===== src/rtl/filter_pkg.sv =====
// Shared definitions for the 5x5 filter line-buffer controller.
package filter_pkg;

  localparam int unsigned FILL_LINES   = 4;
  localparam int unsigned PIPE_LAT_DEF = 2;
  localparam int unsigned MIN_DIM      = 5;

  typedef enum logic [1:0] {
    IDLE = 2'd0,
    FILL = 2'd1,
    RUN  = 2'd2,
    DONE = 2'd3
  } state_t;

  // 4-bit one-hot of a 2-bit index; narrower users truncate
  function automatic logic [3:0] onehot(input logic [1:0] idx);
    return 4'(1) << idx;
  endfunction

endpackage


===== src/rtl/filter_line_cnt.sv =====
// Raster pixel/line counter with frame-size latching and position flags.
module filter_line_cnt
  import filter_pkg::*;
#(
  parameter int unsigned X_W = 11,
  parameter int unsigned L_W = 11
) (
  input  logic           clk,
  input  logic           rstn,
  input  logic           start,
  input  logic           inc,
  input  logic [X_W-1:0] hsize,
  input  logic [L_W-1:0] vsize,
  output logic [X_W-1:0] x,
  output logic [L_W-1:0] line,
  output logic           at_sol_c,
  output logic           at_eol_c,
  output logic           at_last_c,
  output logic           small_c
);

  logic [X_W-1:0] hsize_q;
  logic [L_W-1:0] vsize_q;

  // start has priority so a restart discards any pixel in the same cycle
  always_ff @(posedge clk) begin
    if (!rstn) begin
      hsize_q <= '0;
      vsize_q <= '0;
      x       <= '0;
      line    <= '0;
    end else if (start) begin
      hsize_q <= hsize;
      vsize_q <= vsize;
      x       <= '0;
      line    <= '0;
    end else if (inc) begin
      if (at_eol_c) begin
        x    <= '0;
        line <= line + L_W'(1);
      end else begin
        x <= x + X_W'(1);
      end
    end
  end

  assign at_sol_c  = (x == '0);
  assign at_eol_c  = (x == hsize_q - X_W'(1));
  assign at_last_c = at_eol_c && (line == vsize_q - L_W'(1));
  assign small_c   = (hsize_q < X_W'(MIN_DIM)) || (vsize_q < L_W'(MIN_DIM));

endmodule


===== src/rtl/filter_line_buf_ctrl.sv =====
// Line-buffer sequencer for the 5x5 filter: bank enables, addresses and
// window-output framing aligned to the align-stage latency.
module filter_line_buf_ctrl
  import filter_pkg::*;
#(
  parameter int unsigned MEM_Y_WIDTH    = 4,
  parameter int unsigned MEM_U_WIDTH    = 2,
  parameter int unsigned MEM_V_WIDTH    = 2,
  parameter int unsigned MEM_ADDR_WIDTH = 11,
  parameter int unsigned V_WIDTH        = 11,
  parameter int unsigned PIPE_LAT       = PIPE_LAT_DEF
) (
  input  logic                      clk,
  input  logic                      rstn,
  input  logic                      i_sof,
  input  logic                      i_valid,
  input  logic [MEM_ADDR_WIDTH-1:0] i_hsize,
  input  logic [V_WIDTH-1:0]        i_vsize,
  output logic [MEM_Y_WIDTH-1:0]    o_mem_y_wen,
  output logic [MEM_Y_WIDTH-1:0]    o_mem_y_ren,
  output logic [MEM_U_WIDTH-1:0]    o_mem_u_wen,
  output logic [MEM_V_WIDTH-1:0]    o_mem_v_wen,
  output logic [MEM_U_WIDTH-1:0]    o_mem_u_ren,
  output logic [MEM_V_WIDTH-1:0]    o_mem_v_ren,
  output logic [MEM_ADDR_WIDTH-1:0] o_mem_waddr,
  output logic [MEM_ADDR_WIDTH-1:0] o_mem_raddr,
  output logic [1:0]                o_old_bank,
  output logic                      o_valid,
  output logic                      o_sol,
  output logic                      o_eol,
  output logic                      o_eof,
  output logic                      o_busy
);

  state_t state, state_nxt;
  logic   eof_nxt;
  logic   acc, run_acc;
  logic   sol_c, eol_c, last_c, small_c;
  logic   v_in, s_in, e_in;
  logic [MEM_ADDR_WIDTH-1:0] x;
  logic [V_WIDTH-1:0]        line;
  logic [1:0]                line_m2;

  logic [PIPE_LAT-1:0] v_pipe, s_pipe, e_pipe;
  logic [1:0]          b_pipe [PIPE_LAT];

  filter_line_cnt #(
    .X_W(MEM_ADDR_WIDTH),
    .L_W(V_WIDTH)
  ) u_cnt (
    .clk      (clk),
    .rstn     (rstn),
    .start    (i_sof),
    .inc      (acc),
    .hsize    (i_hsize),
    .vsize    (i_vsize),
    .x        (x),
    .line     (line),
    .at_sol_c (sol_c),
    .at_eol_c (eol_c),
    .at_last_c(last_c),
    .small_c  (small_c)
  );

  assign acc     = i_valid && ((state == FILL) || (state == RUN));
  assign run_acc = acc && (state == RUN);

  always_ff @(posedge clk) begin
    if (!rstn) state <= IDLE;
    else       state <= state_nxt;
  end

  // a short frame can finish while still filling, so last-pixel wins over RUN entry
  always_comb begin
    state_nxt = state;
    eof_nxt   = 1'b0;
    case (state)
      IDLE: if (i_sof) state_nxt = FILL;
      FILL: begin
        if (i_sof) begin
          state_nxt = FILL;
        end else if (acc && last_c) begin
          state_nxt = DONE;
          eof_nxt   = 1'b1;
        end else if (acc && eol_c && (line == V_WIDTH'(FILL_LINES - 1))) begin
          state_nxt = RUN;
        end
      end
      RUN: begin
        if (i_sof) begin
          state_nxt = FILL;
        end else if (acc && last_c) begin
          state_nxt = DONE;
          eof_nxt   = 1'b1;
        end
      end
      DONE:    state_nxt = i_sof ? FILL : IDLE;
      default: state_nxt = IDLE;
    endcase
  end

  // chroma read bank is the one holding line-2, i.e. bit 1 of (line-2)
  assign line_m2 = line[1:0] - 2'd2;

  assign o_mem_y_wen = acc ? MEM_Y_WIDTH'(onehot(line[1:0])) : '0;
  assign o_mem_y_ren = run_acc ? '1 : '0;
  assign o_mem_u_wen = (acc && !line[0]) ? MEM_U_WIDTH'(onehot({1'b0, line[1]})) : '0;
  assign o_mem_v_wen = (acc && !line[0]) ? MEM_V_WIDTH'(onehot({1'b0, line[1]})) : '0;
  assign o_mem_u_ren = run_acc ? MEM_U_WIDTH'(onehot({1'b0, line_m2[1]})) : '0;
  assign o_mem_v_ren = run_acc ? MEM_V_WIDTH'(onehot({1'b0, line_m2[1]})) : '0;
  assign o_mem_waddr = x;
  assign o_mem_raddr = x;
  assign o_busy      = (state != IDLE);

  assign v_in = run_acc && !small_c;
  assign s_in = v_in && sol_c;
  assign e_in = v_in && eol_c;

  // output framing delayed to match RAM read plus align register
  always_ff @(posedge clk) begin
    if (!rstn) begin
      v_pipe <= '0;
      s_pipe <= '0;
      e_pipe <= '0;
      o_eof  <= 1'b0;
      for (int unsigned i = 0; i < PIPE_LAT; i++) b_pipe[i] <= '0;
    end else begin
      v_pipe    <= {v_pipe[PIPE_LAT-2:0], v_in};
      s_pipe    <= {s_pipe[PIPE_LAT-2:0], s_in};
      e_pipe    <= {e_pipe[PIPE_LAT-2:0], e_in};
      o_eof     <= eof_nxt;
      b_pipe[0] <= line[1:0];
      for (int unsigned i = 1; i < PIPE_LAT; i++) b_pipe[i] <= b_pipe[i-1];
    end
  end

  assign o_valid    = v_pipe[PIPE_LAT-1];
  assign o_sol      = s_pipe[PIPE_LAT-1];
  assign o_eol      = e_pipe[PIPE_LAT-1];
  assign o_old_bank = b_pipe[PIPE_LAT-1];

endmodule

===== config.mk =====
export PLATFORM = sky130hd
export DESIGN_NAME = filter_line_buf_ctrl
export DESIGN_NICKNAME = d
export VERILOG_FILES = /design/src/rtl/filter_pkg.sv /design/src/rtl/filter_line_cnt.sv /design/src/rtl/filter_line_buf_ctrl.sv
export SDC_FILE = /design/constraint.sdc
export NUM_CORES = 1
export LEC_CHECK = 0
export ABC_AREA = 1
export ABC_CLOCK_PERIOD_IN_PS = 3300
export CORE_AREA = 2 2 124 126
export DETAILED_ROUTE_END_ITERATION = 8
export DIE_AREA = 0 0 126 128
export HOLD_SLACK_MARGIN = 0.03
export SYNTH_ARGS = -nofsm -noshare
export SYNTH_HDL_FRONTEND = slang
export SYNTH_HIERARCHICAL = 1
export SYNTH_SLANG_ARGS = --single-unit

===== constraint.sdc =====
create_clock -name clk -period 3.3 [get_ports clk]
set_input_delay 0.99 -clock clk [delete_from_list [all_inputs] [get_ports clk]]
set_output_delay 0.99 -clock clk [all_outputs]
set_load 0.005 [all_outputs]

==> results.json <==
{
  "outcome": "completed",
  "worstPathMaxFanout": 6,
  "finClkSkew_ns": 0.00675,
  "yosysWarningCount": 6,
  "grt_pass1_wl_um": 15000,
  "num_antenna_cells": 0,
  "fmax_mhz": 321,
  "clock_sinks": 57,
  "crit_type": "in2out",
  "layout_common_cells": "nand2_1, nor2_1, clkdlybuf4s50_1, inv_1, dfxtp_1",
  "maxSlewViolCount": 0,
  "power_per_cell_area_nw_per_um2": 487,
  "fin_nets": 637,
  "ios": 71,
  "crit_path_end_kind": "primary output",
  "vdd_drop_max_mv": 0.257,
  "fin_util_pct": 32.3,
  "port_buffers": 70,
  "final_hold_viol_count": 0,
  "dp_hpwl_um": 7210,
  "place_ws_ns": -0.219,
  "overflow": 0,
  "syn_area_um2": 3650,
  "holdBufCountCts": 0,
  "setup_tns_ns": 0,
  "path_clk_slew_ns": 0.05,
  "ys_ff_latch": 57,
  "fin_crit_ns": 3.12,
  "worst_setup_path_start_kind": "input pin",
  "drv_cap": 0,
  "syn_area_per_cell_um2": 6.76,
  "power.leakage_nw": 2.06,
  "cts_tree": "built",
  "clock_path_buffers": 2,
  "worstMarginPinSlew_ns": 0.623,
  "initial_core_util_pct": 24.5,
  "worst_skew_pair.late_latency_ns": 0.33,
  "place.gp.congestion": 0.847,
  "worst_slack_ns": 0.181,
  "die_area_um2": 16100,
  "die_h_um": 128,
  "grt_max_degree": 36,
  "period_share_pct": 94.5,
  "drc": 0,
  "syn_inst": 539,
  "clockRootBuffer": "clkbuf_16",
  "stdcell_count": 793,
  "setup_violations": 0,
  "area_growth_pct": 31.6,
  "yosys.area.top_type": "dfxtp_1",
  "ys_seq_area_share_pct": 31.3,
  "path_cells": "dlygate4sd2_1 > nand2_4 > nor3_4 > buf_4 > clkdlybuf4s50_1",
  "routedWlPerCell_um": 11.8,
  "critPathArrivalTime_ns": 2.13,
  "rows": 45,
  "cp_slowest_stage_delay_ns": 0.50,
  "dp.cells": 778,
  "dieWidth_um": 126,
  "slowest_stage": "clkdlybuf4s50_1",
  "drive_above_1_share_pct": 8.76,
  "cts_buffers": 9,
  "yosys-top-cells-area": "dfxtp_1, nand2_1, nor2_1",
  "synth_fp_nets": 575,
  "vias": 3429,
  "synth_top_area_share_pct": 31.3,
  "antenna_found_initial": 0,
  "wirelength_um": 9370,
  "core-area_um2": 14900,
  "slew_headroom_pct": 58.4,
  "post_cts_buffers": 0,
  "hp-class": "reg2reg",
  "antenna_left": 0,
  "yosysUniqueCellTypes": 34,
  "track_usage_pct": 11.8,
  "cts.repair.resized": 5,
  "grt_pass1_vias": 3072,
  "worstPathRequired_ns": 2.31,
  "grt_setup_unrepaired": "no",
  "final_common_cell": "nand2_1",
  "drtIter0Drc": 161,
  "first_pass_iters": 4,
  "vias_per_cell": 4.32,
  "cts_htree_levels": 3
}
## Yosys cell counts (all sizes together)
cell / count
xnor2: 9
or2: 4
nand3: 34
nor4: 4
nor3: 17
inv: 69
nor2: 90
xor2: 27
o32ai: 1
nand3b: 2
clkbuf: 7
a21oi: 31
dfxtp: 57
clkinv: 1
nand2: 104
o21ai: 29
and2: 2
ha: 10
buf: 24
nand4: 17
## final cells by class
cell class / count / area [um^2]
flip-flops and latches: 57 / 1140
clock inverters: 3 / 65.1
fillers: 1628 / 10100
well taps: 188 / 235
multi-input cells: 381 / 2060
clock buffers: 12 / 246
repair buffers: 82 / 788
inverters: 70 / 263
## state kept, by name, summed over array words and instances (netlist names)
register,cells
v_pipe,2
u_cnt/line,11
o_eof,1
u_cnt/x,11
u_cnt/vsize_q,11
state,2
s_pipe,2
e_pipe,2
b_pipe,4
u_cnt/hsize_q,11
## logic make-up after synthesis
family,count (synthesis),share of synthesized area [%]
and+or+nand+nor,274,35.5
buffers and inverters,101,12.7
AOI/OAI and AO/OA,61,8.48
DFF,57,31.3
xor gates and xnor gates,36,8.65
adders and majority gates,10,3.43
## metal layers
| metal | track usage [%] | share of wire [%] | vias to the layer above |
|---|---|---|---|
| met5 | 0 | 0 | - |
| met4 | 3.49 | 0.93 | 0 |
| met3 | 3.30 | 6.7 | 4 |
| met2 | 17.2 | 42 | 92 |
| met1 | 16.8 | 51 | 1507 |
| li1 | - | - | 1826 |
## path summary, 6_finish.rpt
kind	slack [ns]	cells after the start	from	endpoint
worst min register to register	0.41	2	b_pipe[0][0]$_SDFF_PN0_	b_pipe[0][2]$_SDFF_PN0_
worst max-delay path	0.18	5	i_valid	o_mem_v_wen[1]
worst max register to register	0.91	18	u_cnt/hsize_q[0]$_SDFFE_PN0P_	state[1]$_SDFFE_PN0P_
worst min-delay path	0.41	2	b_pipe[0][0]$_SDFF_PN0_	b_pipe[0][2]$_SDFF_PN0_
## stage by stage
step | hold WS (ns) | total power, mW | cell area (um^2)
after CTS | 0.409 | 2.37 | 4800
after floorplan | 0.390 | 1.16 | 3650
after global placement | 0.393 | 1.36 | 4470
after global routing | 0.430 | 2.47 | 4800
after detailed placement | 0.398 | 1.37 | 4470
final | 0.407 | 2.34 | 4800
## power breakdown
part           switching, mW  leakage [nW]  internal (mW)
Sequential            0.0366         0.465          0.725
Combinational          0.332          1.44          0.261
Clock                  0.307         0.153          0.675
## critical path, delay by kind of cell
| kind | cells | cell delay [ns] |
|---|---|---|
| buf+inv | 3 | 0.89 |
| simple gates | 2 | 0.24 |
Note: power is estimated with default switching activity, not from simulation.
